===== src/rtl/cpu_debug_controller_if.sv =====
// Run-control / observation bundle between the board I/O layer and cpu_debug_controller.
// Latency: none (wires only); all controller outputs on it are registered inside the controller.
// Backpressure: none; requests are single-cycle pulses, status outputs are levels.
// Ports: master drives requests, breakpoint setup and core observations (pc_in, instr_retire, flags_in);
//        slave (the controller) drives cpu_en, halted, bp_hit, bp_idx, flags_snap and both counters.
interface cpu_debug_controller_if #(
  parameter int PC_W   = 32,
  parameter int CNT_W  = 32,
  parameter int STEP_W = 8,
  parameter int NUM_BP = 2
);
  logic                   run_req;
  logic                   halt_req;
  logic                   step_req;
  logic [STEP_W-1:0]      step_count;
  logic [NUM_BP-1:0]      bp_en;
  logic [NUM_BP*PC_W-1:0] bp_addr;
  logic [PC_W-1:0]        pc_in;
  logic                   instr_retire;
  logic [3:0]             flags_in;

  logic                   cpu_en;
  logic                   halted;
  logic                   bp_hit;
  logic [2:0]             bp_idx;
  logic [3:0]             flags_snap;
  logic [CNT_W-1:0]       cycle_count;
  logic [CNT_W-1:0]       retire_count;

  modport master (
    output run_req, halt_req, step_req, step_count, bp_en, bp_addr,
           pc_in, instr_retire, flags_in,
    input  cpu_en, halted, bp_hit, bp_idx, flags_snap, cycle_count, retire_count
  );

  modport slave (
    input  run_req, halt_req, step_req, step_count, bp_en, bp_addr,
           pc_in, instr_retire, flags_in,
    output cpu_en, halted, bp_hit, bp_idx, flags_snap, cycle_count, retire_count
  );
endinterface


===== src/rtl/cpu_debug_controller.sv =====
// Core run-control: gates cpu_en for run / halt / N-unit step / PC breakpoint, keeps cycle and retire counters.
// Latency: one cycle from request or breakpoint match to cpu_en/halted change; all outputs registered.
// Backpressure: none; requests not applicable to the current state are dropped (halt > step > run).
// Ports: clk, rst_n (async active-low), dbg (cpu_debug_controller_if.slave).
// Optional: define DEBUG_RETIRE_STEP_EN to make a step count retired instructions instead of cycles.
module cpu_debug_controller #(
  parameter int PC_W      = 32,
  parameter int CNT_W     = 32,
  parameter int STEP_W    = 8,
  parameter int NUM_BP    = 2,
  parameter bit RESET_RUN = 1'b1
) (
  input logic                clk,
  input logic                rst_n,
  cpu_debug_controller_if.slave dbg
);

  localparam logic [1:0] S_RUN   = 2'd0;
  localparam logic [1:0] S_HALT  = 2'd1;
  localparam logic [1:0] S_STEP  = 2'd2;
  localparam logic [1:0] S_BREAK = 2'd3;
  localparam logic [1:0] S_RESET = RESET_RUN ? S_RUN : S_HALT;

  logic [1:0]        r_state;
  logic [STEP_W-1:0] r_rem;
  logic              r_cpu_en;
  logic              r_halted;
  logic              r_bp_hit;
  logic [2:0]        r_bp_idx;
  logic [3:0]        r_flags;
  logic [CNT_W-1:0]  r_cyc;
  logic [CNT_W-1:0]  r_ret;
  logic [PC_W-1:0]   r_brk_pc;
  logic              r_mask_vld;
  logic [2:0]        r_mask_idx;
  logic [PC_W-1:0]   r_mask_pc;

  logic [NUM_BP-1:0] w_match;
  logic              w_any;
  logic [2:0]        w_hit_idx;
  logic [STEP_W-1:0] w_step_load;
  logic              w_step_tick;
  logic [1:0]        w_next;
  logic [STEP_W-1:0] w_rem_nxt;
  logic              w_halt_in;
  logic              w_brk_in;
  logic              w_resume;

  // The comparator that caused the last break stays suppressed while the PC
  // still sits on the break address, so resuming never re-hits at once.
  always_comb begin
    for (int i = 0; i < NUM_BP; i++) begin
      w_match[i] = dbg.bp_en[i] && (dbg.pc_in == dbg.bp_addr[i*PC_W +: PC_W]) &&
                   !(r_mask_vld && (r_mask_idx == 3'(i)) && (dbg.pc_in == r_mask_pc));
    end
  end

  // Descending scan so the lowest matching index wins.
  always_comb begin
    w_hit_idx = '0;
    for (int i = NUM_BP - 1; i >= 0; i--) begin
      if (w_match[i]) w_hit_idx = 3'(i);
    end
  end

  assign w_any       = |w_match;
  assign w_step_load = (dbg.step_count == '0) ? STEP_W'(1) : dbg.step_count;

`ifdef DEBUG_RETIRE_STEP_EN
  assign w_step_tick = dbg.instr_retire;
`else
  assign w_step_tick = 1'b1;
`endif

  always_comb begin
    w_next    = r_state;
    w_rem_nxt = r_rem;
    w_halt_in = 1'b0;
    w_brk_in  = 1'b0;
    w_resume  = 1'b0;
    case (r_state)
      S_RUN, S_STEP: begin
        if (dbg.halt_req) begin
          w_next    = S_HALT;
          w_halt_in = 1'b1;
          w_rem_nxt = '0;
        end else if (w_any) begin
          w_next    = S_BREAK;
          w_brk_in  = 1'b1;
          w_rem_nxt = '0;
        end else if ((r_state == S_STEP) && w_step_tick) begin
          // Remainder of 1 at this edge means this was the last enabled unit.
          if (r_rem <= STEP_W'(1)) begin
            w_next    = S_HALT;
            w_halt_in = 1'b1;
            w_rem_nxt = '0;
          end else begin
            w_rem_nxt = r_rem - STEP_W'(1);
          end
        end
      end
      default: begin
        // HALT and BREAK: a simultaneous halt_req outranks and swallows step/run.
        if (!dbg.halt_req) begin
          if (dbg.step_req) begin
            w_next    = S_STEP;
            w_rem_nxt = w_step_load;
            w_resume  = 1'b1;
          end else if (dbg.run_req) begin
            w_next   = S_RUN;
            w_resume = 1'b1;
          end
        end
      end
    endcase
  end

  always_ff @(posedge clk or negedge rst_n) begin
    if (!rst_n) begin
      r_state    <= S_RESET;
      r_rem      <= '0;
      r_cpu_en   <= RESET_RUN;
      r_halted   <= !RESET_RUN;
      r_bp_hit   <= 1'b0;
      r_bp_idx   <= '0;
      r_flags    <= '0;
      r_cyc      <= '0;
      r_ret      <= '0;
      r_brk_pc   <= '0;
      r_mask_vld <= 1'b0;
      r_mask_idx <= '0;
      r_mask_pc  <= '0;
    end else begin
      r_state <= w_next;
      r_rem   <= w_rem_nxt;

      if (r_cpu_en) begin
        r_cyc <= r_cyc + CNT_W'(1);
        if (dbg.instr_retire) r_ret <= r_ret + CNT_W'(1);
      end

      if (w_halt_in || w_brk_in) begin
        r_cpu_en <= 1'b0;
        r_halted <= 1'b1;
        r_flags  <= dbg.flags_in;
      end
      if (w_brk_in) begin
        r_bp_hit <= 1'b1;
        r_bp_idx <= w_hit_idx;
        r_brk_pc <= dbg.pc_in;
      end
      if (w_resume) begin
        r_cpu_en <= 1'b1;
        r_halted <= 1'b0;
        r_bp_hit <= 1'b0;
      end

      // Mask release first; arming on exit from BREAK overrides it.
      if (r_mask_vld && (dbg.pc_in != r_mask_pc)) r_mask_vld <= 1'b0;
      if (w_resume && (r_state == S_BREAK)) begin
        r_mask_vld <= 1'b1;
        r_mask_idx <= r_bp_idx;
        r_mask_pc  <= r_brk_pc;
      end
    end
  end

  assign dbg.cpu_en       = r_cpu_en;
  assign dbg.halted       = r_halted;
  assign dbg.bp_hit       = r_bp_hit;
  assign dbg.bp_idx       = r_bp_idx;
  assign dbg.flags_snap   = r_flags;
  assign dbg.cycle_count  = r_cyc;
  assign dbg.retire_count = r_ret;

endmodule

===== src/flat_wrapper.sv =====
// flat-port wrapper written by rule: the top's interface ports become plain ports
module cpu_debug_controller_flat 
#(
  parameter int PC_W      = 32,
  parameter int CNT_W     = 32,
  parameter int STEP_W    = 8,
  parameter int NUM_BP    = 2,
  parameter bit RESET_RUN = 1'b1
)
  (clk, rst_n, dbg_run_req, dbg_halt_req, dbg_step_req, dbg_step_count, dbg_bp_en, dbg_bp_addr, dbg_pc_in, dbg_instr_retire, dbg_flags_in, dbg_cpu_en, dbg_halted, dbg_bp_hit, dbg_bp_idx, dbg_flags_snap, dbg_cycle_count, dbg_retire_count);
  cpu_debug_controller_if #(.PC_W(PC_W), .CNT_W(CNT_W), .STEP_W(STEP_W), .NUM_BP(NUM_BP)) dbg_i ();
  input logic clk;
  input logic rst_n;
  input wire logic [$bits(dbg_i.run_req)-1:0] dbg_run_req;
  input wire logic [$bits(dbg_i.halt_req)-1:0] dbg_halt_req;
  input wire logic [$bits(dbg_i.step_req)-1:0] dbg_step_req;
  input wire logic [$bits(dbg_i.step_count)-1:0] dbg_step_count;
  input wire logic [$bits(dbg_i.bp_en)-1:0] dbg_bp_en;
  input wire logic [$bits(dbg_i.bp_addr)-1:0] dbg_bp_addr;
  input wire logic [$bits(dbg_i.pc_in)-1:0] dbg_pc_in;
  input wire logic [$bits(dbg_i.instr_retire)-1:0] dbg_instr_retire;
  input wire logic [$bits(dbg_i.flags_in)-1:0] dbg_flags_in;
  output wire logic [$bits(dbg_i.cpu_en)-1:0] dbg_cpu_en;
  output wire logic [$bits(dbg_i.halted)-1:0] dbg_halted;
  output wire logic [$bits(dbg_i.bp_hit)-1:0] dbg_bp_hit;
  output wire logic [$bits(dbg_i.bp_idx)-1:0] dbg_bp_idx;
  output wire logic [$bits(dbg_i.flags_snap)-1:0] dbg_flags_snap;
  output wire logic [$bits(dbg_i.cycle_count)-1:0] dbg_cycle_count;
  output wire logic [$bits(dbg_i.retire_count)-1:0] dbg_retire_count;
  assign dbg_i.run_req = dbg_run_req;
  assign dbg_i.halt_req = dbg_halt_req;
  assign dbg_i.step_req = dbg_step_req;
  assign dbg_i.step_count = dbg_step_count;
  assign dbg_i.bp_en = dbg_bp_en;
  assign dbg_i.bp_addr = dbg_bp_addr;
  assign dbg_i.pc_in = dbg_pc_in;
  assign dbg_i.instr_retire = dbg_instr_retire;
  assign dbg_i.flags_in = dbg_flags_in;
  assign dbg_cpu_en = dbg_i.cpu_en;
  assign dbg_halted = dbg_i.halted;
  assign dbg_bp_hit = dbg_i.bp_hit;
  assign dbg_bp_idx = dbg_i.bp_idx;
  assign dbg_flags_snap = dbg_i.flags_snap;
  assign dbg_cycle_count = dbg_i.cycle_count;
  assign dbg_retire_count = dbg_i.retire_count;
  cpu_debug_controller #(.PC_W(PC_W), .CNT_W(CNT_W), .STEP_W(STEP_W), .NUM_BP(NUM_BP), .RESET_RUN(RESET_RUN)) u_core (.clk(clk), .rst_n(rst_n), .dbg(dbg_i));
endmodule

===== config.mk =====
export PLATFORM = sky130hd
export DESIGN_NAME = cpu_debug_controller_flat
export DESIGN_NICKNAME = d
export VERILOG_FILES = /design/src/rtl/cpu_debug_controller_if.sv /design/src/rtl/cpu_debug_controller.sv /design/src/flat_wrapper.sv
export SDC_FILE = /design/constraint.sdc
export NUM_CORES = 1
export LEC_CHECK = 0
export BUFFER_PORTS_ARGS = -buffer_cell sky130_fd_sc_hd__buf_2
export CAP_MARGIN = 20
export CORE_MARGIN = 2
export CORE_UTILIZATION = 30
export CTS_CLUSTER_DIAMETER = 30
export DETAILED_ROUTE_END_ITERATION = 10
export PLACE_DENSITY = 0.61
export SYNTH_ARGS = -nofsm -noshare
export SYNTH_HDL_FRONTEND = slang
export SYNTH_SLANG_ARGS = --single-unit

===== constraint.sdc =====
create_clock -name clk -period 3.03 [get_ports clk]
set_clock_uncertainty 0.05 [all_clocks]
set_input_delay 0.1515 -clock clk [delete_from_list [all_inputs] [get_ports clk]]
set_output_delay 0.1515 -clock clk [all_outputs]
set_load 0.01 [all_outputs]

# Word-level counts from Yosys, hierarchy flattened
# Cells that the tools add are included.
# classes
add_sub_neg	3
n_lt_le_gt_ge	1
n_eq_ne	10
muxes	38
n_reduce_logical	26
# op_table
op	n
equality test 32 bit	3
adder 32 x 1 -> 32 bit (second input constant)	2
two-way mux 8 bit	8
inequality test 32 bit	1
two-way mux 1 bit	22
two-way mux 2 bit	8
logical AND 1 bit	10
<= comparator 8 x 1 -> 1 bit (second input constant)	1
logical NOT 8 bit	1
inequality test 4 x 2 -> 1 bit (second input constant)	2
nonzero test 2 bit	4
subtractor 8 x 1 -> 8 bit (second input constant)	1
equality test 2 bit (second input constant)	2
AND reduction 4 bit	1
OR reduction 2 bit	2
equality test 3 x 1 -> 1 bit (second input constant)	1
logical NOT 3 bit	1
AND reduction 3 bit	1
nonzero test 3 bit	1
logical NOT 1 bit	2
logical NOT 2 bit	1
inequality test 2 x 1 -> 1 bit (second input constant)	1
AND reduction 2 bit	1
logical OR 1 bit	1
# totals
regBits	152
out_inout_bits	74

# Logic depth before layout (Yosys ltp)
# Gate-level depths: netlist of the first run.
# depth
depth_word	12
depth_mapped	11
mapped_depth_nobuf	9

# Least setup slack after synthesis of the first run
# OpenSTA, ideal clock, no wires.
# synth_path
kind	register to register
start	register u_core.r_cpu_en (netlist: u_core.dbg.cpu_en)
end	register u_core.r_ret[25] (netlist: u_core.dbg.retire_count[25])
setup_time_ns	0.125
arrival_time_ns	2.485
t_required_ns	2.855
setup_slack_ns	0.370
stages_incl_launch_ff	12
path_buffers	3
synth_period_minus_slack_ns	2.660
path_cell_list	dfstp_2 -> buf_2 -> and2_1 -> clkbuf_1 -> nand4_1 -> nor3_1 -> and4_1 -> nor2b_1 -> and2_0 -> clkbuf_1 -> nand3_1 -> xnor2_1
# synth_via
elab_chain_len	1
# synth_lines
item	line	text
start, declared	cpu_debug_controller.sv:26	logic r_cpu_en;
start signal, assigned	cpu_debug_controller.sv:122	r_cpu_en <= RESET_RUN;
start signal, assigned	cpu_debug_controller.sv:143	r_cpu_en <= 1'b0;
start signal, assigned	cpu_debug_controller.sv:153	r_cpu_en <= 1'b1;
AND reduction 2 bit (no source line)	--	
end signal, assigned	cpu_debug_controller.sv:139	if (dbg.instr_retire) r_ret <= r_ret + CNT_W'(1);
end, declared	cpu_debug_controller.sv:32	logic [CNT_W-1:0] r_ret;
# Every way passes these cells.
# A chain may end at the register's enable or synchronous reset.

# Worst setup path in the final report of the first run
# layout_path
start	input port dbg_pc_in[17]
end	register u_core.r_flags[3] (netlist: u_core.dbg.flags_snap[3])
# layout_via
elab_chain_len	9
word_cells_on_any_way	19
classes_between	eq/ne: 3; mux: 6; reduce/logical: 10
# layout_lines
item	line	text
start, declared	flat_wrapper.sv:20	input wire logic [$bits(dbg_i.pc_in)-1:0] dbg_pc_in;
equality test 32 bit	cpu_debug_controller.sv:54	!(r_mask_vld && (r_mask_idx == 3'(i)) && (dbg.pc_in == r_mask_pc));
logical AND 1 bit	cpu_debug_controller.sv:54	
logical NOT 1 bit	cpu_debug_controller.sv:54	
logical AND 1 bit	cpu_debug_controller.sv:53	w_match[i] = dbg.bp_en[i] && (dbg.pc_in == dbg.bp_addr[i*PC_W +: PC_W]) &&
OR reduction 2 bit *	cpu_debug_controller.sv:66	assign w_any = |w_match;
two-way mux 1 bit	cpu_debug_controller.sv:87	end else if (w_any) begin
two-way mux 1 bit	cpu_debug_controller.sv:83	if (dbg.halt_req) begin
two-way mux 1 bit	cpu_debug_controller.sv:81	case (r_state)
logical OR 1 bit *	cpu_debug_controller.sv:142	if (w_halt_in || w_brk_in) begin
end signal, assigned	cpu_debug_controller.sv:145	r_flags <= dbg.flags_in;
end, declared	cpu_debug_controller.sv:30	logic [3:0] r_flags;
# Every way passes the cells marked *; elsewhere a longest branch is shown, timed or not.

==> impl_table.tex, run 1 <==
\begin{tabular}{lr}
\hline
Metric & Value \\
\hline
\multicolumn{2}{l}{\textbf{Status}} \\
\quad Outcome & complete, no violations \\
\multicolumn{2}{l}{\textbf{STA}} \\
\quad Slew HR & 62.3\% \\
\quad Fmax & 0.344 GHz \\
\quad Final Setup Violations & 0 \\
\quad Final hold violation count & 0 \\
\quad Final setup TNS & 0 ns \\
\quad Min cycle time layout & 2.90 ns \\
\quad Pins over their slew limit & 0 \\
\quad RSZ-0062 raised after global routing & no \\
\quad Final period util & 95.8\% \\
\quad Transition time of the tightest slew-check pin & 0.566 ns \\
\multicolumn{2}{l}{\textbf{Synth}} \\
\quad Portion of the post-synthesis area used by sequential elements & 49.5\% \\
\quad EDFF count, synth & 0 \\
\quad FFs w/ async S/R, synth & 100\% \\
\quad Synthesized cell area & 7490 um\^{}2 \\
\quad Portion of synthesized cell area occupied by the leading cell type & 49.1\% \\
\quad Most area-hungry cell type in the Yosys netlist & sky130\_fd\_sc\_hd\_\_dfrtp\_1 \\
\quad Post-synthesis sequential element count & 148 \\
\quad Number of different library cells in the post-synthesis netlist & 50 \\
\quad Most instantiated library cell after synthesis & sky130\_fd\_sc\_hd\_\_dfrtp\_1 \\
\quad Dominant register cell in the synthesized netlist & sky130\_fd\_sc\_hd\_\_dfrtp\_1 \\
\quad Avg Inst Size Synth & 12.0 um\^{}2 \\
\quad Count of mapped cells out of synthesis & 625 \\
\quad Number of warning messages in the yosys log & 0 \\
\quad Commonest cells post-synth & sky130\_fd\_sc\_hd\_\_dfrtp\_1, sky130\_fd\_sc\_hd\_\_xnor2\_1, sky130\_fd\_sc\_hd\_\_xor2\_1, sky130\_fd\_sc\_hd\_\_nand2\_1, sky130\_fd\_sc\_hd\_\_mux2\_2 \\
\quad Biggest area contributors in the synthesized netlist & sky130\_fd\_sc\_hd\_\_dfrtp\_1, sky130\_fd\_sc\_hd\_\_xnor2\_1, sky130\_fd\_sc\_hd\_\_mux2\_2 \\
\multicolumn{2}{l}{\textbf{Global route}} \\
\quad Antenna violations before repair & 0 \\
\quad Global-route total usage across every layer & 14.1\% \\
\quad Maximum number of pins on one net before global-route repair & 83 \\
\quad Wire length of the first global-routing pass & 28700 um \\
\quad Remaining global-route overflow & 0 \\
\quad Via count of the first global-routing pass & 5347 \\
\quad Met2 layer usage reported by global route & 21.9\% \\
\quad Met3 Use GR & 2.78\% \\
\quad Global Route met1 Usage & 19.1\% \\
\quad Gr busiest metal & met2 \\
\multicolumn{2}{l}{\textbf{Clock tree}} \\
\quad Max clock buf depth & 2 \\
\quad CTS tree & done \\
\quad Clock H-tree levels & 4 \\
\quad Clock Root Buffer & sky130\_fd\_sc\_hd\_\_clkbuf\_16 \\
\quad Clock slew at the register clock pins of the worst setup and hold paths & 0.06 ns \\
\quad Clock net sink count & 148 \\
\quad CTS buffer count & 17 \\
\quad Latest clock arrival within the worst-skew pair & 0.41 ns \\
\multicolumn{2}{l}{\textbf{Critical path}} \\
\quad Largest fanout on the critical path & 6 \\
\quad Critical path startpoint category & input port \\
\quad Library cell contributing the largest single delay on the critical path & sky130\_fd\_sc\_hd\_\_dlygate4sd3\_1 \\
\quad Worst-case register-to-register setup slack & 0.19 ns \\
\quad Chain of cells forming the critical path & dlygate4sd3\_1 > buf\_2 > xnor2\_1 > nand4\_1 > nor4\_2 > buf\_4 > nand2\_1 > nor4b\_4 > nor2\_2 > o31ai\_4 > buf\_4 > mux2\_2 \\
\quad Slowest cell delay on critical path & 0.53 ns \\
\quad Kind of cell with the highest combined delay on the critical path & simple AND/OR/NAND/NOR gates \\
\quad FF-to-FF End & u\_core.dbg.flags\_snap[3] \\
\quad Reg-to-reg critical path startpoint & u\_core.r\_mask\_pc[11] \\
\quad CP endpoint kind & flop \\
\quad Critical path's most frequent cell & sky130\_fd\_sc\_hd\_\_buf\_4 \\
\quad WP data arrival & 3.15 ns \\
\quad Depth of the most critical reg-to-reg path & 10 \\
\quad Bufs and invs on worst path & 4 \\
\quad Path type of the worst setup path & input port to flop \\
\quad Required time of the worst setup path & 3.27 ns \\
\multicolumn{2}{l}{\textbf{Floorplanning}} \\
\quad Floorplan die width & 162 um \\
\quad Placeable Area & 24400 um\^{}2 \\
\quad Die height & 162 um \\
\quad Die footprint & 26200 um\^{}2 \\
\quad Site Rows & 57 \\
\quad Starting density of the core & 30.7\% \\
\quad Number of top-level pins & 190 \\
\multicolumn{2}{l}{\textbf{Placed design}} \\
\quad Final HPWL from detailed placement & 13500 um \\
\quad Global placer's final weighted congestion & 0.813 \\
\quad Number of I/O port buffers & 187 \\
\quad Cell Count Post-Placement & 1137 \\
\multicolumn{2}{l}{\textbf{Cells and area}} \\
\quad NumNets Final & 970 \\
\quad Area taken by flip-flops and latches & 3700 um\^{}2 \\
\quad Share of post-route cells with drive strength above 1 & 37.2\% \\
\quad Final standard cell count with taps included and fillers excluded & 1186 \\
\quad Multi-input combinational cell area & 3630 um\^{}2 \\
\quad Antenna Diode Count & 0 \\
\quad Total of fill cells in the finished design & 2418 \\
\quad Area growth from synthesis to final layout & 28.9\% \\
\multicolumn{2}{l}{\textbf{Pwr}} \\
\quad Switching fraction of total power & 28.2\% \\
\quad Power density over cell area & 567 nW/um\^{}2 \\
\quad Internal power contribution & 0.00393 W \\
\quad Power consumption & 0.00547 W \\
\quad Comb power frac & 19.1\% \\
\quad Clock network fraction of design power & 37.8\% \\
\quad Worst vdd rail ir drop & 284 uV \\
\quad Switching Power & 0.00154 W \\
\quad Share of total power in sequential cells & 43.1\% \\
\quad Static leakage & 4.64 nW \\
\multicolumn{2}{l}{\textbf{Route}} \\
\quad Number of search-and-repair iterations in the first detailed-routing pass & 5 \\
\quad Number of vias in the routed layout & 5359 \\
\quad DR vias/cell & 4.52 \\
\quad DRC errors left & 0 \\
\quad Routed WL & 18000 um \\
\quad Detail Route Antenna Nets & 0 \\
\quad Detailed-route wire length per cell & 15.2 um \\
\quad Number of DRC markers after the initial detailed-route iteration & 287 \\
\multicolumn{2}{l}{\textbf{Run}} \\
\quad MaxCap Viol Count & 0 \\
\multicolumn{2}{l}{\textbf{Hold path}} \\
\quad Min-delay src & dbg\_step\_count[5] \\
\quad Hold Path Stages & 4 \\
\quad Worst Hold End & u\_core.r\_rem[5] \\
\quad Path category of the worst min-delay check & input port to flop \\
\hline
\end{tabular}
cell type report:
class	instances	share of cell area [%]
well taps	324	4.20
clock buffers	23	4.95
inverters	15	0.584
flip-flops and latches	148	38.4
repair buffers	221	13.2
clock inverters	8	1.05
multi-input cells	447	37.6
sequential cells by signal, summed over array words and instances, names as in the netlist:
register,count
u_core.r_mask_vld,1
u_core.dbg.retire_count,32
u_core.r_rem,8
u_core.dbg.bp_hit,1
u_core.dbg.cycle_count,32
u_core.r_state,2
u_core.dbg.flags_snap,4
u_core.r_mask_pc,32
u_core.dbg.halted,1
u_core.r_brk_pc,32
u_core.r_mask_idx,1
u_core.dbg.bp_idx,1
u_core.dbg.cpu_en,1
layer usage:
layer,up-vias,part of all wire (%)
met5,-,0
met2,92,47
met1,2618,47
met3,22,3.5
li1,2627,-
met4,0,2.2
metrics by stage:
step / setup slack, ns / cell area [um^2] / hold slack [ns] / utilization, %
floorplan: 0.370 / 7490 / -0.194 / -
global placement: 0.138 / 8880 / -0.0286 / 36.4
detailed placement: 0.117 / 8880 / -0.0270 / 36.4
CTS: 0.0593 / 9610 / 0.00154 / 39.4
global route: 0.000412 / 9650 / 0.00226 / 39.6
finish: 0.127 / 9650 / 0.0188 / 39.6
placed cells by master (no fill, tap or decap), drive strengths merged, types with 2 or more instances in the layout:
master and instances:
xnor2 104, nand2b 3, mux2 71, clkinv 6, and2 3, inv 15
nand4 26, a22o 4, buf 206, o31ai 3, o41ai 2, a21oi 7
nor3 11, nand2 43, dlygate4sd3 15, bufinv 2, a21o 2, nor2b 3
and4 3, nor4 19, o221ai 3, dfrtp 147, ha 4, o21ai 11
nor2 20, clkbuf 23, xor2 49, a2bb2oi 2, and3 14, nand3 25
conb 2
cells by family after synthesis:
kind of cell	after synthesis	share of synthesized area [%]
and+or+nand+nor	173	13.0
xor gates and xnor gates	153	17.9
DFF	148	49.5
muxes	71	12.1
AOI/OAI and AO/OA	44	4.68
buffers and inverters	31	2.09
adders and majority gates	4	0.669
other	1	0.0501
timing repair:
action | 4_1_cts | 5_1_grt
hold buffers | 15 | 0
resized for setup | 0 | 1
setup endpoints to repair | 0 | 5
hold endpoints to repair | 116 | 0
setup buffers | 0 | 3
worst register-to-register path: cells and delay by family (launching register included):
kind / cells / cell delay [ns]
compound gates: 1 / 0.23
xor+xnor: 1 / 0.15
buf+inv: 2 / 0.36
flops: 1 / 0.39
mux: 1 / 0.34
simple gates: 5 / 1.20
power groups by stage:
stage,Combinational [W],Sequential (W),Clock [W]
2_1_floorplan,0.000557,0.00240,0
3_3_place_gp,0.00102,0.00238,0
3_5_place_dp,0.00102,0.00239,0
4_1_cts,0.00104,0.00235,0.00212
5_1_grt,0.00116,0.00238,0.00221
6_report,0.00104,0.00235,0.00207
worst max-delay path by stage:
| stage | start | end | slack, ns | cells after the start |
|---|---|---|---|---|
| finish | dbg_pc_in[17] | u_core.dbg.flags_snap[3] | 0.13 | 12 |
| global route | dbg_pc_in[17] | u_core.dbg.flags_snap[2] | 0.0004 | 12 |
| CTS | dbg_pc_in[20] | u_core.dbg.flags_snap[3] | 0.06 | 11 |
| detailed placement | u_core.r_mask_pc[20] | u_core.dbg.flags_snap[2] | 0.12 | 9 |
| global placement | u_core.r_mask_pc[20] | u_core.dbg.flags_snap[2] | 0.14 | 9 |
| floorplan | u_core.dbg.cpu_en | u_core.dbg.retire_count[25] | 0.37 | 11 |
Note: power is estimated with default switching activity, not from simulation.
==> run 2, diff against run 1 <==
--- a/config.mk
+++ b/config.mk
@@ -5,7 +5,7 @@
 export SDC_FILE = /design/constraint.sdc
 export NUM_CORES = 1
 export LEC_CHECK = 0
-export BUFFER_PORTS_ARGS = -buffer_cell sky130_fd_sc_hd__buf_2
+export BUFFER_PORTS_ARGS = -buffer_cell sky130_fd_sc_hd__buf_4
 export CAP_MARGIN = 20
 export CORE_MARGIN = 2
 export CORE_UTILIZATION = 30
==> run 2 against run 1 <==
  * Non-clock buffer count up 27
  * Critical path type unchanged
  * Worst hold slack better by 0.023 ns
  * Clock power up 15%
  * Largest power group is now the clock network
  * Cell count up 2.3%
  * Combinational power up 14%
  * Flip-flop and latch count unchanged
==> impl_table.tex, run 2 (same netlist as run 1, synthesis figures left out) <==
\begin{tabular}{lr}
\hline
Metric & Value \\
\hline
\multicolumn{2}{l}{\textbf{STA}} \\
\quad Worst path setup slack after routing & 0.0875 ns (was 0.127 ns) \\
\quad Final hold violation count & 0 (unchanged) \\
\quad Pins over their slew limit & 0 (unchanged) \\
\quad Transition time of the tightest slew-check pin & 0.772 ns (was 0.566 ns) \\
\quad Worst hold slack after final layout & 0.0414 ns (was 0.0188 ns) \\
\quad Final setup TNS & 0 ns (unchanged) \\
\quad Min cycle time layout & 2.94 ns (was 2.90 ns) \\
\quad Final Setup Violations & 0 (unchanged) \\
\quad Fmax & 0.340 GHz (was 0.344 GHz) \\
\quad Final period util & 97.1\% (was 95.8\%) \\
\quad Slew HR & 48.5\% (was 62.3\%) \\
\multicolumn{2}{l}{\textbf{Critical path}} \\
\quad WP data arrival & 3.19 ns (was 3.15 ns) \\
\quad Worst setup path start & dbg\_pc\_in[4] (was dbg\_pc\_in[17]) \\
\quad Path type of the worst setup path & input port to flop (unchanged) \\
\quad Required time of the worst setup path & 3.28 ns (was 3.27 ns) \\
\quad Critical path startpoint category & input port (unchanged) \\
\quad Largest fanout on the critical path & 9 (was 6) \\
\quad CP endpoint kind & flop (unchanged) \\
\quad Reg-to-reg critical path startpoint & u\_core.r\_mask\_pc[20] (was u\_core.r\_mask\_pc[11]) \\
\multicolumn{2}{l}{\textbf{Placed design}} \\
\quad Final HPWL from detailed placement & 14100 um (was 13500 um) \\
\quad Global placer's final weighted congestion & 0.796 (was 0.813) \\
\quad Number of I/O port buffers & 187 (unchanged) \\
\quad Setup WS pre-CTS & 0.155 ns (was 0.117 ns) \\
\multicolumn{2}{l}{\textbf{Clock tree}} \\
\quad Clock net sink count & 148 (unchanged) \\
\quad Clock Root Buffer & sky130\_fd\_sc\_hd\_\_clkbuf\_16 (unchanged) \\
\quad CTS buffer count & 17 (unchanged) \\
\quad Max clock buf depth & 2 (unchanged) \\
\quad Clock slew at the register clock pins of the worst setup and hold paths & 0.06 ns (about the same) \\
\quad CTS tree & done (unchanged) \\
\quad Clock H-tree levels & 4 (unchanged) \\
\quad Latest clock arrival within the worst-skew pair & 0.42 ns (was 0.41 ns) \\
\multicolumn{2}{l}{\textbf{Route}} \\
\quad Number of search-and-repair iterations in the first detailed-routing pass & 4 (was 5) \\
\quad Routed WL & 19200 um (was 18000 um) \\
\quad Detailed-route wire length per cell & 15.8 um (was 15.2 um) \\
\quad Number of DRC markers after the initial detailed-route iteration & 245 (was 287) \\
\quad Detail Route Antenna Nets & 0 (unchanged) \\
\quad DR vias/cell & 4.53 (was 4.52) \\
\quad DRC errors left & 0 (unchanged) \\
\quad Number of vias in the routed layout & 5500 (was 5359) \\
\multicolumn{2}{l}{\textbf{Cells and area}} \\
\quad Share of post-route cells with drive strength above 1 & 36.7\% (was 37.2\%) \\
\quad Total of fill cells in the finished design & 2361 (was 2418) \\
\quad Area growth from synthesis to final layout & 40.2\% (was 28.9\%) \\
\quad NumNets Final & 997 (was 970) \\
\quad Most frequent cells in the layout & sky130\_fd\_sc\_hd\_\_buf\_4, sky130\_fd\_sc\_hd\_\_dfrtp\_1, sky130\_fd\_sc\_hd\_\_xnor2\_1 (was sky130\_fd\_sc\_hd\_\_buf\_2, sky130\_fd\_sc\_hd\_\_dfrtp\_1, sky130\_fd\_sc\_hd\_\_xnor2\_1) \\
\quad Fin util & 43.0\% (was 39.6\%) \\
\quad Antenna Diode Count & 0 (unchanged) \\
\quad Most frequent standard cell in the layout excluding fill and tap cells & sky130\_fd\_sc\_hd\_\_buf\_4 (was sky130\_fd\_sc\_hd\_\_buf\_2) \\
\multicolumn{2}{l}{\textbf{Run}} \\
\quad MaxCap Viol Count & 0 (unchanged) \\
\multicolumn{2}{l}{\textbf{Pwr}} \\
\quad Power density over cell area & 564 nW/um\^{}2 (was 567 nW/um\^{}2) \\
\quad Static leakage & 4.89 nW (was 4.64 nW) \\
\quad Worst vdd rail ir drop & 288 uV (was 284 uV) \\
\multicolumn{2}{l}{\textbf{Global route}} \\
\quad Maximum number of pins on one net before global-route repair & 83 (unchanged) \\
\quad Remaining global-route overflow & 0 (unchanged) \\
\quad Via count of the first global-routing pass & 5590 (was 5347) \\
\quad Global-route total usage across every layer & 14.7\% (was 14.1\%) \\
\quad Wire length of the first global-routing pass & 30100 um (was 28700 um) \\
\quad Antenna violations before repair & 0 (unchanged) \\
\multicolumn{2}{l}{\textbf{Hold path}} \\
\quad Path category of the worst min-delay check & input port to flop (unchanged) \\
\quad Min-delay src & dbg\_step\_count[4] (was dbg\_step\_count[5]) \\
\multicolumn{2}{l}{\textbf{Floorplanning}} \\
\quad Starting density of the core & 30.7\% (unchanged) \\
\quad Site Rows & 57 (unchanged) \\
\quad Die height & 162 um (unchanged) \\
\quad Floorplan die width & 162 um (unchanged) \\
\quad Number of top-level pins & 190 (unchanged) \\
\quad Die footprint & 26200 um\^{}2 (unchanged) \\
\quad Placeable Area & 24400 um\^{}2 (unchanged) \\
\multicolumn{2}{l}{\textbf{Status}} \\
\quad Outcome & complete, no violations (unchanged) \\
\hline
\end{tabular}
[run 2: cell count changes in the layout (fill, tap and decap cells not counted), moves of 3 or more]
cell                            change
sky130_fd_sc_hd__buf_4            +184
sky130_fd_sc_hd__bufinv_16          +4
sky130_fd_sc_hd__dlygate4sd3_1     +26
sky130_fd_sc_hd__buf_2            -186
sky130_fd_sc_hd__clkbuf_8           -3
sky130_fd_sc_hd__buf_6              +3
[run 2: cell type report]
| class | count | area (um^2) | area share, % |
|---|---|---|---|
| clock buffer | 19 | 433 | 4.12 |
| clock inverter | 12 | 226 | 2.16 |
| inverter | 15 | 56.3 | 0.536 |
| multi-input combinational | 447 | 3650 | 34.8 |
| sequential | 148 | 3700 | 35.3 |
| tap | 324 | 405 | 3.86 |
| timing repair buffer | 248 | 2020 | 19.3 |
[run 2: power breakdown]
part / internal [W] / switching, W / total, W
registers: 0.00216 / 0.000192 / 0.00235
logic: 0.000612 / 0.000575 / 0.00119
clock network: 0.00155 / 0.000834 / 0.00238
[run 2: worst max-delay path, stage by stage]
cell and delay, ns:
sky130_fd_sc_hd__dlygate4sd3_1 0.54, sky130_fd_sc_hd__buf_4 0.16, sky130_fd_sc_hd__xor2_1 0.17, sky130_fd_sc_hd__nor4_2 0.45
sky130_fd_sc_hd__nand4_1 0.21, sky130_fd_sc_hd__nor4_4 0.18, sky130_fd_sc_hd__buf_6 0.16, sky130_fd_sc_hd__nor4b_4 0.06
sky130_fd_sc_hd__buf_4 0.15, sky130_fd_sc_hd__nor4_4 0.25, sky130_fd_sc_hd__buf_6 0.17, sky130_fd_sc_hd__clkbuf_16 0.18
sky130_fd_sc_hd__mux2_2 0.33
[run 2: through the flow]
stage	instance area (um^2)	power, W	instances
global route	10500	0.00621	1213
finish	10500	0.00592	1213
floorplan	7490	0.00296	626
CTS	10400	0.00599	1208
detailed placement	9340	0.00354	1136
global placement	9340	0.00352	1136
[run 2: metal layers]
metal	track usage, %	routed length, um	vias to the layer above
li1	-	-	2685
met1	19.7	8710	2692
met2	23.3	9370	94
met3	3.29	738	29
met4	5.83	368	0
met5	0	0	-
[run 2: timing repair]
action                                  in CTS  in global routing
endpoints found under the hold margin      120                  0
resized for setup                            0                  9
endpoints found under the setup margin       0                  4
buffers inserted                             0                  3
hold buffers                                41                  0
[run 2: worst paths after layout]
path	end	slack, ns	depth (start not counted)
setup / recovery	u_core.r_brk_pc[31]	0.09	13
hold / removal	u_core.r_rem[4]	0.04	4
setup reg to reg	u_core.dbg.flags_snap[3]	0.18	9
hold reg to reg	u_core.dbg.halted	0.43	2
max in group asynchronous	u_core.dbg.cpu_en	1.80	3
min in group asynchronous	u_core.r_brk_pc[0]	0.29	2
==> run 3, diff against run 2 <==
--- a/config.mk
+++ b/config.mk
@@ -7,11 +7,12 @@
 export LEC_CHECK = 0
 export BUFFER_PORTS_ARGS = -buffer_cell sky130_fd_sc_hd__buf_4
 export CAP_MARGIN = 20
-export CORE_MARGIN = 2
+export CELL_PAD_IN_SITES_DETAIL_PLACEMENT = 0
+export CELL_PAD_IN_SITES_GLOBAL_PLACEMENT = 1
 export CORE_UTILIZATION = 30
 export CTS_CLUSTER_DIAMETER = 30
 export DETAILED_ROUTE_END_ITERATION = 10
-export PLACE_DENSITY = 0.61
+export PLACE_DENSITY = 0.72
 export SYNTH_ARGS = -nofsm -noshare
 export SYNTH_HDL_FRONTEND = slang
 export SYNTH_SLANG_ARGS = --single-unit
==> constraint.sdc (replaced) <==
create_clock -name clk -period 3.82 [get_ports clk]
set_clock_uncertainty 0.05 [all_clocks]
set_input_delay 0.191 -clock clk [delete_from_list [all_inputs] [get_ports clk]]
set_output_delay 0.191 -clock clk [all_outputs]
set_load 0.01 [all_outputs]
==> run 3 against run 2 <==
  * Non-clock buffer count shrank 36
  * Cell count decreased by 2.9%
  * Wire length is 3.1% lower
  * First-iteration DRC count decreased by 10%
  * Die area shrank 2.5%
  * Critical path type unchanged
  * Largest cell class unchanged
==> impl_table.tex, run 3 (same netlist as run 1, synthesis figures left out) <==
\begin{tabular}{lr}
\hline
Metric & Value \\
\hline
\multicolumn{2}{l}{\textbf{Floorplanning}} \\
\quad Die height & 160 um (was 162 um) \\
\quad Floorplan die width & 160 um (was 162 um) \\
\quad Starting density of the core & 30.7\% (unchanged) \\
\quad Placeable Area & 24400 um\^{}2 (unchanged) \\
\quad Die footprint & 25600 um\^{}2 (was 26200 um\^{}2) \\
\quad Number of top-level pins & 190 (unchanged) \\
\quad Site Rows & 57 (unchanged) \\
\multicolumn{2}{l}{\textbf{Run}} \\
\quad MaxCap Viol Count & 0 (unchanged) \\
\multicolumn{2}{l}{\textbf{Pwr}} \\
\quad Static leakage & 4.69 nW (was 4.89 nW) \\
\quad Clock network fraction of design power & 37.7\% (was 40.2\%) \\
\quad Switching fraction of total power & 30.1\% (was 27.1\%) \\
\quad Comb power frac & 19.8\% (was 20.1\%) \\
\quad Power density over cell area & 441 nW/um\^{}2 (was 564 nW/um\^{}2) \\
\quad Switching Power & 0.00133 W (was 0.00160 W) \\
\quad Share of total power in sequential cells & 42.5\% (was 39.7\%) \\
\quad Internal power contribution & 0.00310 W (was 0.00432 W) \\
\quad Power consumption & 0.00443 W (was 0.00592 W) \\
\quad Worst vdd rail ir drop & 284 uV (was 288 uV) \\
\multicolumn{2}{l}{\textbf{Critical path}} \\
\quad Worst setup path start & dbg\_pc\_in[5] (was dbg\_pc\_in[4]) \\
\quad Reg-to-reg critical path startpoint & u\_core.r\_mask\_pc[29] (was u\_core.r\_mask\_pc[20]) \\
\quad CP endpoint kind & flop (unchanged) \\
\quad Critical path startpoint category & input port (unchanged) \\
\quad WP data arrival & 3.31 ns (was 3.19 ns) \\
\quad Depth of the most critical reg-to-reg path & 8 (was 9) \\
\quad FF-to-FF End & u\_core.dbg.flags\_snap[0] (was u\_core.dbg.flags\_snap[3]) \\
\quad Required time of the worst setup path & 4.07 ns (was 3.28 ns) \\
\quad Worst-case register-to-register setup slack & 0.93 ns (was 0.18 ns) \\
\quad Endpoint of the most critical setup path & u\_core.r\_brk\_pc[31] (unchanged) \\
\quad Path type of the worst setup path & input port to flop (unchanged) \\
\quad Largest fanout on the critical path & 33 (was 9) \\
\multicolumn{2}{l}{\textbf{STA}} \\
\quad Fmax & 0.326 GHz \\
\quad Slew HR & 47.6\% (was 48.5\%) \\
\quad Pins over their slew limit & 0 (unchanged) \\
\quad RSZ-0062 raised after global routing & no \\
\quad Min cycle time layout & 3.06 ns \\
\quad Final period util & 80.2\% \\
\quad Worst hold slack after final layout & 0.0213 ns (was 0.0414 ns) \\
\quad Final hold violation count & 0 (unchanged) \\
\quad Final Setup Violations & 0 (unchanged) \\
\quad Worst path setup slack after routing & 0.756 ns (was 0.0875 ns) \\
\quad Final setup TNS & 0 ns (unchanged) \\
\quad Transition time of the tightest slew-check pin & 0.778 ns (was 0.772 ns) \\
\multicolumn{2}{l}{\textbf{Placed design}} \\
\quad Number of I/O port buffers & 187 (unchanged) \\
\quad Final HPWL from detailed placement & 13900 um (was 14100 um) \\
\quad Global placer's final weighted congestion & 0.794 (was 0.796) \\
\quad Setup WS pre-CTS & 0.857 ns (was 0.155 ns) \\
\multicolumn{2}{l}{\textbf{Global route}} \\
\quad Via count of the first global-routing pass & 5474 (was 5590) \\
\quad Antenna violations before repair & 0 (unchanged) \\
\quad Maximum number of pins on one net before global-route repair & 83 (unchanged) \\
\quad Wire length of the first global-routing pass & 30500 um (was 30100 um) \\
\quad Remaining global-route overflow & 0 (unchanged) \\
\quad Global-route total usage across every layer & 15.3\% (was 14.7\%) \\
\multicolumn{2}{l}{\textbf{Cells and area}} \\
\quad Most frequent cells in the layout & sky130\_fd\_sc\_hd\_\_buf\_4, sky130\_fd\_sc\_hd\_\_dfrtp\_1, sky130\_fd\_sc\_hd\_\_xnor2\_1 (unchanged) \\
\quad NumNets Final & 961 (was 997) \\
\quad Area growth from synthesis to final layout & 34.3\% (was 40.2\%) \\
\quad Antenna Diode Count & 0 (unchanged) \\
\quad Most frequent standard cell in the layout excluding fill and tap cells & sky130\_fd\_sc\_hd\_\_buf\_4 (unchanged) \\
\quad Fin util & 41.2\% (was 43.0\%) \\
\quad Share of post-route cells with drive strength above 1 & 36.3\% (was 36.7\%) \\
\quad Total of fill cells in the finished design & 2403 (was 2361) \\
\multicolumn{2}{l}{\textbf{Route}} \\
\quad Number of DRC markers after the initial detailed-route iteration & 220 (was 245) \\
\quad DR vias/cell & 4.54 (was 4.53) \\
\quad Number of search-and-repair iterations in the first detailed-routing pass & 4 (unchanged) \\
\quad DRC errors left & 0 (unchanged) \\
\quad Detailed-route wire length per cell & 15.8 um (about the same) \\
\quad Detail Route Antenna Nets & 0 (unchanged) \\
\quad Number of vias in the routed layout & 5349 (was 5500) \\
\quad Routed WL & 18600 um (was 19200 um) \\
\multicolumn{2}{l}{\textbf{Clock tree}} \\
\quad CTS tree & done (unchanged) \\
\quad Clock slew at the register clock pins of the worst setup and hold paths & 0.06 ns (about the same) \\
\quad CTS resizes & 0 (unchanged) \\
\quad Clock H-tree levels & 4 (unchanged) \\
\quad CTS buffer count & 17 (unchanged) \\
\quad Max clock buf depth & 2 (unchanged) \\
\quad Post CTS Setup Buffer Count & 0 (unchanged) \\
\quad Latest clock arrival within the worst-skew pair & 0.42 ns (about the same) \\
\quad Clock Root Buffer & sky130\_fd\_sc\_hd\_\_clkbuf\_16 (unchanged) \\
\quad Clock net sink count & 148 (unchanged) \\
\multicolumn{2}{l}{\textbf{Hold path}} \\
\quad Hold Path Stages & 2 (was 4) \\
\quad Min-delay src & dbg\_pc\_in[17] (was dbg\_step\_count[4]) \\
\quad Path category of the worst min-delay check & input port to flop (unchanged) \\
\multicolumn{2}{l}{\textbf{Status}} \\
\quad Outcome & complete, no violations (unchanged) \\
\hline
\end{tabular}
[run 3: cell count changes in the layout (fill, tap and decap cells not counted), sizes merged]
cell	before	now
dlygate4sd3	41	20
inv	17	23
clkbuf	20	17
bufinv	6	1
clkinv	2	4
buf	206	192
[run 3: repair_timing]
action	in CTS	in global routing
hold buffers	20	0
endpoints found under the setup margin	0	0
hold endpoints to repair	99	0
[run 3: critical path: stages]
cell and delay (ns):
sky130_fd_sc_hd__dlygate4sd3_1 0.53, sky130_fd_sc_hd__buf_4 0.16, sky130_fd_sc_hd__xnor2_1 0.39, sky130_fd_sc_hd__nand4_1 0.14, sky130_fd_sc_hd__nor4_1 0.47, sky130_fd_sc_hd__and3_1 0.37, sky130_fd_sc_hd__a21oi_4 0.08, sky130_fd_sc_hd__nor4_4 0.29
sky130_fd_sc_hd__buf_12 0.29, sky130_fd_sc_hd__mux2_2 0.37
[run 3: routing by layer]
| metal | vias to the layer above | GRT usage (%) | share of wire [%] |
|---|---|---|---|
| li1 | 2613 | - | - |
| met1 | 2631 | 20.4 | 47 |
| met2 | 89 | 25.0 | 49 |
| met3 | 16 | 3.30 | 2.9 |
| met4 | 0 | 3.85 | 1.1 |
| met5 | - | 0 | 0 |
[run 3: area by class of cell]
cell class	instances	area, um^2	area share [%]
sequential	148	3700	36.8
inverter	15	56.3	0.560
clock inverter	15	165	1.64
tap	324	405	4.03
multi-input combinational	447	3630	36.1
timing repair buffer	212	1670	16.6
clock buffer	17	425	4.23
[run 3: metrics by stage]
stage / instances / instance area, um^2
after CTS: 1178 / 10100
after floorplan: 626 / 7490
after detailed placement: 1126 / 9270
final: 1178 / 10100
after global placement: 1126 / 9270
after global routing: 1178 / 10100
[run 3: worst min path at each step]
stage                                              to  slack (ns)
after floorplan                     u_core.dbg.bp_hit       -0.15
after global placement    u_core.dbg.retire_count[27]        0.24
after detailed placement  u_core.dbg.retire_count[22]        0.25
after CTS                          u_core.r_brk_pc[6]       0.002
after global routing              u_core.r_brk_pc[30]      0.0005
final                             u_core.r_brk_pc[17]        0.02
[run 3: power groups by stage]
stage / clock, W / combinational (W) / sequential [W]
global placement: 0 / 0.000864 / 0.00192
CTS: 0.00172 / 0.000891 / 0.00189
global route: 0.00180 / 0.000975 / 0.00192
floorplan: 0 / 0.000441 / 0.00190
detailed placement: 0 / 0.000871 / 0.00191
finish: 0.00167 / 0.000877 / 0.00188
